<file path="config.mk">
export PLATFORM = sky130hd
export DESIGN_NAME = datapath_pipe
export DESIGN_NICKNAME = d
export VERILOG_FILES = /design/src/rtl/datapath_pipe.sv
export SDC_FILE = /design/constraint.sdc
export NUM_CORES = 1
export LEC_CHECK = 0
export BUFFER_PORTS_ARGS = -buffer_cell sky130_fd_sc_hd__buf_2
export CELL_PAD_IN_SITES_DETAIL_PLACEMENT = 1
export CELL_PAD_IN_SITES_GLOBAL_PLACEMENT = 2
export CORE_UTILIZATION = 43
export CTS_BUF_LIST = sky130_fd_sc_hd__clkbuf_8
export DETAILED_ROUTE_END_ITERATION = 12
export MAX_ROUTING_LAYER = met4
export PLACE_DENSITY = 0.78
export SYNTH_ARGS = -nofsm -noshare
export SYNTH_HDL_FRONTEND = slang
export SYNTH_SLANG_ARGS = --single-unit
</file>
<file path="constraint.sdc">
create_clock -name clk -period 7.05 [get_ports clk]
set_clock_uncertainty 0.05 [all_clocks]
set_input_delay 0.705 -clock clk [delete_from_list [all_inputs] [get_ports clk]]
set_output_delay 0.705 -clock clk [all_outputs]
set_load 0.02 [all_outputs]
</file>
<file path="src/rtl/datapath_pipe.sv">
// Five-stage (F/D/E/M/W) datapath with hazard unit and data-memory port.
// Define DATAPATH_FWD_EN to build E-stage forwarding; otherwise RAW hazards stall F/D.
module datapath_pipe #(
    parameter int DATA_W = 24,
    parameter int PC_W   = 16,
    parameter int NREG   = 16,
    localparam int RA_W  = $clog2(NREG)
) (
    input  logic              clk,
    input  logic              rst,
    input  logic [DATA_W-1:0] instF,
    output logic [PC_W-1:0]   pcF,
    output logic [DATA_W-1:0] instD,
    input  logic              regWriteD,
    input  logic              memToRegD,
    input  logic              memWriteD,
    input  logic              aluSrcD,
    input  logic              branchD,
    input  logic              ra1SrcD,
    input  logic              ra2SrcD,
    input  logic              immSrcD,
    input  logic [1:0]        aluControlD,
    output logic [PC_W-1:0]   dataAddrM,
    output logic [DATA_W-1:0] dataWDataM,
    output logic              dataWeM,
    input  logic [DATA_W-1:0] dataRDataM,
    output logic [DATA_W-1:0] resultW,
    output logic [RA_W-1:0]   wa3W,
    output logic              regWriteW,
    output logic              zeroE,
    output logic              stallF,
    output logic              stallD,
    output logic              flushD,
    output logic              flushE
);

    // D stage
    logic              validD;
    logic [RA_W-1:0]   ra1D, ra2D, wa3D;
    logic [DATA_W-1:0] immD, rd1D, rd2D;
    logic [DATA_W-1:0] rf [NREG];

    // E stage
    logic              validE, regWriteE, memToRegE, memWriteE, aluSrcE, branchE;
    logic [1:0]        aluControlE;
    logic [DATA_W-1:0] rd1E, rd2E, immE;
    logic [RA_W-1:0]   wa3E;
    logic [DATA_W-1:0] fwdA, fwdB, srcB, aluResultE;

    // M stage
    logic              regWriteM, memToRegM, memWriteM;
    logic [DATA_W-1:0] aluResultM, storeDataM;
    logic [RA_W-1:0]   wa3M;

    // W stage
    logic              memToRegW;
    logic [DATA_W-1:0] aluResultW, readDataW;

    logic hazard, taken;

`ifdef DATAPATH_FWD_EN
    logic [RA_W-1:0] ra1E, ra2E;
`endif

    assign wa3D = instD[16 +: RA_W];
    assign ra1D = ra1SrcD ? instD[16 +: RA_W] : instD[12 +: RA_W];
    assign ra2D = ra2SrcD ? instD[16 +: RA_W] : instD[8 +: RA_W];
    assign immD = immSrcD ? {{(DATA_W-12){instD[11]}}, instD[11:0]}
                          : {{(DATA_W-12){1'b0}}, instD[11:0]};

    always_ff @(posedge clk) begin
        if (regWriteW)
            rf[wa3W] <= resultW;
    end

    // Write-first: a read of the register being written this cycle sees resultW.
    always_comb begin
        rd1D = (regWriteW && wa3W == ra1D) ? resultW : rf[ra1D];
        rd2D = (regWriteW && wa3W == ra2D) ? resultW : rf[ra2D];
    end

    always_comb begin
        hazard = validE && memToRegE && (wa3E == ra1D || wa3E == ra2D);
`ifndef DATAPATH_FWD_EN
        if (regWriteE && (wa3E == ra1D || wa3E == ra2D))
            hazard = 1'b1;
        if (regWriteM && (wa3M == ra1D || wa3M == ra2D))
            hazard = 1'b1;
`endif
        taken  = branchE && validE;
        stallF = hazard && !taken;
        stallD = hazard && !taken;
        flushD = taken;
        flushE = hazard || taken;
    end

    always_ff @(posedge clk) begin
        if (rst)
            pcF <= '0;
        else if (taken)
            pcF <= aluResultE[PC_W-1:0];
        else if (!stallF)
            pcF <= pcF + PC_W'(1);
    end

    always_ff @(posedge clk) begin
        if (rst || flushD) begin
            instD  <= '0;
            validD <= 1'b0;
        end else if (!stallD) begin
            instD  <= instF;
            validD <= 1'b1;
        end
    end

    always_ff @(posedge clk) begin
        if (rst || flushE) begin
            validE      <= 1'b0;
            regWriteE   <= 1'b0;
            memToRegE   <= 1'b0;
            memWriteE   <= 1'b0;
            aluSrcE     <= 1'b0;
            branchE     <= 1'b0;
            aluControlE <= '0;
            rd1E        <= '0;
            rd2E        <= '0;
            immE        <= '0;
            wa3E        <= '0;
`ifdef DATAPATH_FWD_EN
            ra1E        <= '0;
            ra2E        <= '0;
`endif
        end else begin
            validE      <= validD;
            regWriteE   <= regWriteD && validD;
            memToRegE   <= memToRegD;
            memWriteE   <= memWriteD && validD;
            aluSrcE     <= aluSrcD;
            branchE     <= branchD && validD;
            aluControlE <= aluControlD;
            rd1E        <= rd1D;
            rd2E        <= rd2D;
            immE        <= immD;
            wa3E        <= wa3D;
`ifdef DATAPATH_FWD_EN
            ra1E        <= ra1D;
            ra2E        <= ra2D;
`endif
        end
    end

`ifdef DATAPATH_FWD_EN
    always_comb begin
        fwdA = rd1E;
        if (regWriteM && wa3M == ra1E)
            fwdA = aluResultM;
        else if (regWriteW && wa3W == ra1E)
            fwdA = resultW;
        fwdB = rd2E;
        if (regWriteM && wa3M == ra2E)
            fwdB = aluResultM;
        else if (regWriteW && wa3W == ra2E)
            fwdB = resultW;
    end
`else
    assign fwdA = rd1E;
    assign fwdB = rd2E;
`endif

    assign srcB = aluSrcE ? immE : fwdB;

    always_comb begin
        case (aluControlE)
            2'b00:   aluResultE = fwdA + srcB;
            2'b01:   aluResultE = fwdA - srcB;
            2'b10:   aluResultE = fwdA & srcB;
            default: aluResultE = fwdA | srcB;
        endcase
    end

    assign zeroE = validE && (aluResultE == '0);

    always_ff @(posedge clk) begin
        if (rst) begin
            regWriteM  <= 1'b0;
            memToRegM  <= 1'b0;
            memWriteM  <= 1'b0;
            aluResultM <= '0;
            storeDataM <= '0;
            wa3M       <= '0;
        end else begin
            regWriteM  <= regWriteE;
            memToRegM  <= memToRegE;
            memWriteM  <= memWriteE;
            aluResultM <= aluResultE;
            storeDataM <= fwdB;
            wa3M       <= wa3E;
        end
    end

    // A store sitting in M is squashed the moment reset is raised.
    assign dataAddrM  = aluResultM[PC_W-1:0];
    assign dataWDataM = storeDataM;
    assign dataWeM    = memWriteM && !rst;

    always_ff @(posedge clk) begin
        if (rst) begin
            regWriteW  <= 1'b0;
            memToRegW  <= 1'b0;
            aluResultW <= '0;
            readDataW  <= '0;
            wa3W       <= '0;
        end else begin
            regWriteW  <= regWriteM;
            memToRegW  <= memToRegM;
            aluResultW <= aluResultM;
            readDataW  <= dataRDataM;
            wa3W       <= wa3M;
        end
    end

    assign resultW = memToRegW ? readDataW : aluResultW;

endmodule

</file>
======== Word-level counts from Yosys, hierarchy flattened ========
Memory sizes are Yosys's and may differ from the RTL's. A register that Yosys moved wholly into a read port is not among the register bits.
Cells that the tools add are included.
Widths: inputs -> output; s select.
word-level totals
  bits in writable memories ............... 384
  bits in latches ......................... 0
  memories kept ........................... 1
  logic and storage cells ................. 70
  memory bits (read-only) ................. 0
  register bits ........................... 175
operators by class
  reduce and logical (&&, ||, !) cells .... 21
  mux-type cells .......................... 11
  bitwise operators ....................... 3
  add/sub/neg operators ................... 3
  $mul .................................... 0
  divide/modulo/power cells ............... 0
  shift operators ......................... 0
  $lt $le $gt $ge ......................... 0
  equal/unequal tests ..................... 7
memories
  memory  depth  bits a word  rd ports  clocked after memory_dff  write ports  line  RTL
  rf      16     24           2         2                         1            41    logic [DATA_W-1:0] rf [NREG];
operators by type and width
  operator               count
  $pmux 24 s3            1
  $mux 24                2
  $mux 16                2
  $add 24x24->24         1
  $and 24x24->24         1
  $logic_not 24->1       1
  $or 24x24->24          1
  $sub 24x24->24         1
  $add 16x1->16 const B  1
  $eq 4x4->1             4
  $logic_and 1x1->1      11
  $mux 4                 2
  $logic_or 1x1->1       5
  $mux 1                 4
  $eq 2x1->1 const B     1
  $eq 2x2->1 const B     1
  $logic_not 1->1        2
  $logic_not 2->1        1
  $ne 2x1->1 const B     1
  $reduce_or 2->1        1
  $not 1->1              1

======== Logic depth before layout (Yosys ltp) ========
  depth in word-level cells ............... 9
  depth in mapped cells ................... 24
  mapped depth without buffers ............ 19

======== Least setup slack after synthesis ========
Ideal clock, no wire load.
  path type ............................... flip-flop to output port
  from .................................... register aluSrcE
  to ...................................... output port zeroE
  arrival time ............................ 4.750 ns
  path buffers ............................ 5
  cell stages (with the launch flop) ...... 23
  slack ................................... 1.545 ns
  cells stage by stage .................... dfxtp_1 > buf_6 > buf_6 > buf_2 > buf_2 > buf_1 > mux2i_1 > ha_1 > o211ai_1 > nor2_1 > and3b_1 > nor2_1 > xnor2_1 > ha_1 > a21oi_1 > o21bai_1 > or3_1 > a31oi_1 > o31ai_1 > a2111oi_2 > nor3_1 > a2111oi_0 > and4_1
between the ends
  cells in the longest elaborated chain, start to end .. 5
  elaborated cells between the ends (all ways) .. 8
RTL lines
  what                                    line  RTL
  start, declared                         44    logic validE, regWriteE, memToRegE, memWriteE, aluSrcE, branchE;
  start signal, assigned                  138   aluSrcE <= aluSrcD;
  $mux 24 (*)                             170   assign srcB = aluSrcE ? immE : fwdB;
  $sub 24x24->24 (tied with other cells)  175   2'b01: aluResultE = fwdA - srcB;
  $pmux 24 s3 (*)                         173   case (aluControlE)
  $logic_not 24->1 (*)                    181   assign zeroE = validE && (aluResultE == '0);
  $logic_and 1x1->1 (*)                   181
  end, declared                           30    output logic zeroE,
Every way passes the cells marked *; elsewhere a longest branch is shown, timed or not.

======== Final worst setup path ========
Same ends and word-level chain as after synthesis.

==> metrics.csv <==
metric,value,unit
outcome,"finished, final reports clean",
synth.area.mux_share,13.31,%
insertion_delay,0.71,ns
drtIter0Drc,1260,
ant_nets,0,
hold_viol,0,
synthToLayoutAreaGrowth,12.28,%
io_buffers,174,
yosysSeqAreaShare,54.99,%
slew_headroom,13.35,%
synth_nets,2575,
wire_per_inst,25.57,um
synth-adder-area-share,1.781,%
worst_setup_path_start_kind,register,
layout-drive-gt1-share,17.84,%
final_common_cell,edfxtp_1,
synth-simple-area-share,12.02,%
async_reset_ff_share,0,%
dr_total_vias,20875,
start_util,43.85,%
ys_dominant_reg_cell,edfxtp_1,
period_needed,6.487,ns
synth_area_per_cell,11.70,um^2
drc_errors,0,
critPathKind,register to output port,
seqPwrFrac,44.3,%
clk_pin_slew,0.06,ns
mostFrequentLayoutCells,"384 x edfxtp_1, 233 x nand2_1, 233 x mux2i_1, 222 x dfxtp_1, 207 x a211oi_1",
path_buf_inv,1,
via_per_inst,5.860,
p_int,0.006453,W
synth_top_family_by_area,multiplexers,
path_cells,mux2i_1 > ha_1 > o211ai_1 > nor2_1 > and3b_1 > nor2_1 > xnor2_1 > ha_1 > a21oi_1 > o21bai_1 > or3_1 > a31oi_1 > o31ai_1 > a2111oi_2 > nor3_1 > a2111oi_0 > and4_1 > buf_2,
grt_start_max_net_pins,108,
setup_tns,0,ns
tritoncts,built,
timing.final.crit_share,92.02,%
ys_seq_elements,607,
p_leak,12.00,nW
yosysWarnings,0,
cp-end-kind,output port,
die_w,262.1,um
fillCellCount,7051,
overflow,0,
synth_xor_area_share,2.194,%
ctsHoldBuffers,0,
syn_inst,2487,
cts_buffers,101,
fmaxAchievable,154.1,MHz
rsz0062_at_grt,no,
pwr-share-clk,32.6,%
dieArea,0.06869,mm^2
syn_area,0.02909,mm^2
yosysTopAreaCellShare,39.64,%
cts_sinks,607,
slowest_delay,0.69,ns
dieHeight,262.1,um
cp.arrival,5.73,ns
worst-r2r-setup-slack,2.35,ns
coreArea,0.06633,mm^2
hpwlAfterDp,59060,um
cts_max_level,3,
finalSetupViolCount,0,
required,6.29,ns
crit_family,compound AO/OA/AOI/OAI gates,
synth-compound-area-share,12.14,%
num_rows,94,
antenna_found_initial,1,
p_sw,0.002963,W
slew_violations,0,
nNetsFinal,2699,
worst_pin_slew,1.295,ns
fin_area,0.03266,mm^2
final_util,49.23,%
clockBufferDepth,3,
switching_share,31.47,%
drt_pass1_iterations,7,
synth_area_leaders,"edfxtp_1 40%, dfxtp_1 15%, mux2i_1 8.1%",
synth_cell_type_count,79,
io_pins,175,
cp_max_fo,46,
drv_cap,0,
gp_congestion,0.8735,
hold-worst-slack,0.1613,ns
placed_area,0.03065,mm^2
grt_pass1_wl,135000,um
grt.total_usage,27.09,%
wl,91100,um
cpMaxStageDelayCell,dfxtp_4,
cts-root-buf,clkbuf_8,
p_per_area,288.3,mW/mm^2
peakVddDrop,0.1376,mV
grt_pass1_vias,21847,
post_cts_buffers,0,
p_comb_share,23.1,%
synth-edff-count,384,
synth_top_area_cell,edfxtp_1,
hold_class,primary input to register,
-- sequential cells by signal (all words and copies together) (netlist names), 2 cells and up --
name         cells
aluControlE      2
aluResultM      24
aluResultW      24
dataWDataM      24
fwdA            24
fwdB            24
immE            13
instD           24
pcF             16
readDataW       24
rf             384
wa3E             4
wa3M             4
wa3W             4
-- power groups by stage --
stage	logic, W	registers [W]	clock network, W
2_1_floorplan	0.00154	0.00421	0
3_3_place_gp	0.00212	0.00424	0
3_5_place_dp	0.00217	0.00425	0
4_1_cts	0.00218	0.00418	0.00314
5_1_grt	0.00236	0.00419	0.00329
6_report	0.00218	0.00417	0.00307
-- cell usage after synthesis (all sizes together), types with 5 or more instances --
cell    instances
a211oi        207
a21o            7
a21oi          92
a311oi         49
a31oi          55
and2          119
and3            7
and4            5
buf            86
clkbuf        114
dfxtp         223
edfxtp        384
ha             27
inv            33
maj3           16
mux2           29
mux2i         241
mux4           48
nand2         233
nand2b         10
nand3          14
nand4           6
nor2          167
nor2b          85
nor3           30
nor4           18
o211ai          8
o21a           11
o21ai          34
o31ai           6
or3             5
xnor2          43
xor2           29
-- path summary, 6_finish.rpt --
kind                                startpoint              to  depth (start not counted)
worst max-delay path                   aluSrcE           zeroE                         18
worst min-delay path                 memToRegD       memToRegE                          2
worst max register to register  aluControlE[1]         pcF[14]                         14
worst min register to register  aluResultM[17]  aluResultW[17]                          1
-- routing by layer --
metal	track usage, %	wire length (um)	share of wire [%]
met2	45.31	45400	50
met3	3.954	3838	4.2
met5	-	0	0
met1	34.02	39620	43
met4	7.836	2241	2.5
-- final cells by class --
cell class | instances | area (um^2) | area share, %
Sequential cell | 607 | 16000 | 48.99
Clock inverter | 79 | 496.7 | 1.521
Multi-Input combinational cell | 1645 | 12210 | 37.37
Tap cell | 864 | 1081 | 3.310
Timing Repair Buffer | 221 | 1239 | 3.793
Inverter | 35 | 131.4 | 0.4023
Antenna cell | 2 | 5.005 | 0.01533
Clock buffer | 109 | 1500 | 4.594
-- what timing repair did --
action | 4_1_cts | 5_1_grt
resized for setup | 0 | 1
endpoints found under the hold margin | 0 | 0
setup endpoints to repair | 0 | 1
-- per-stage QoR --
stage	instances	worst slack (ns)	power [W]
6_report	3562	0.5626	0.009417
5_1_grt	3561	0.1339	0.009831
4_1_cts	3560	0.1900	0.009493
3_5_place_dp	3372	0.9541	0.006418
3_3_place_gp	3372	1.090	0.006368
2_1_floorplan	2487	1.545	0.005748
-- logic make-up (layout without fill, tap and decap cells) --
kind of cell / Yosys count / in the layout
and+or+nand+nor: 714 / 714
DFF: 607 / 607
AOI/OAI and AO/OA: 497 / 497
muxes: 318 / 318
buffers and inverters: 235 / 444
xor gates and xnor gates: 72 / 72
adders and majority gates: 44 / 44
other: 0 / 2
No activity file was read; power rests on OpenSTA's default activity.
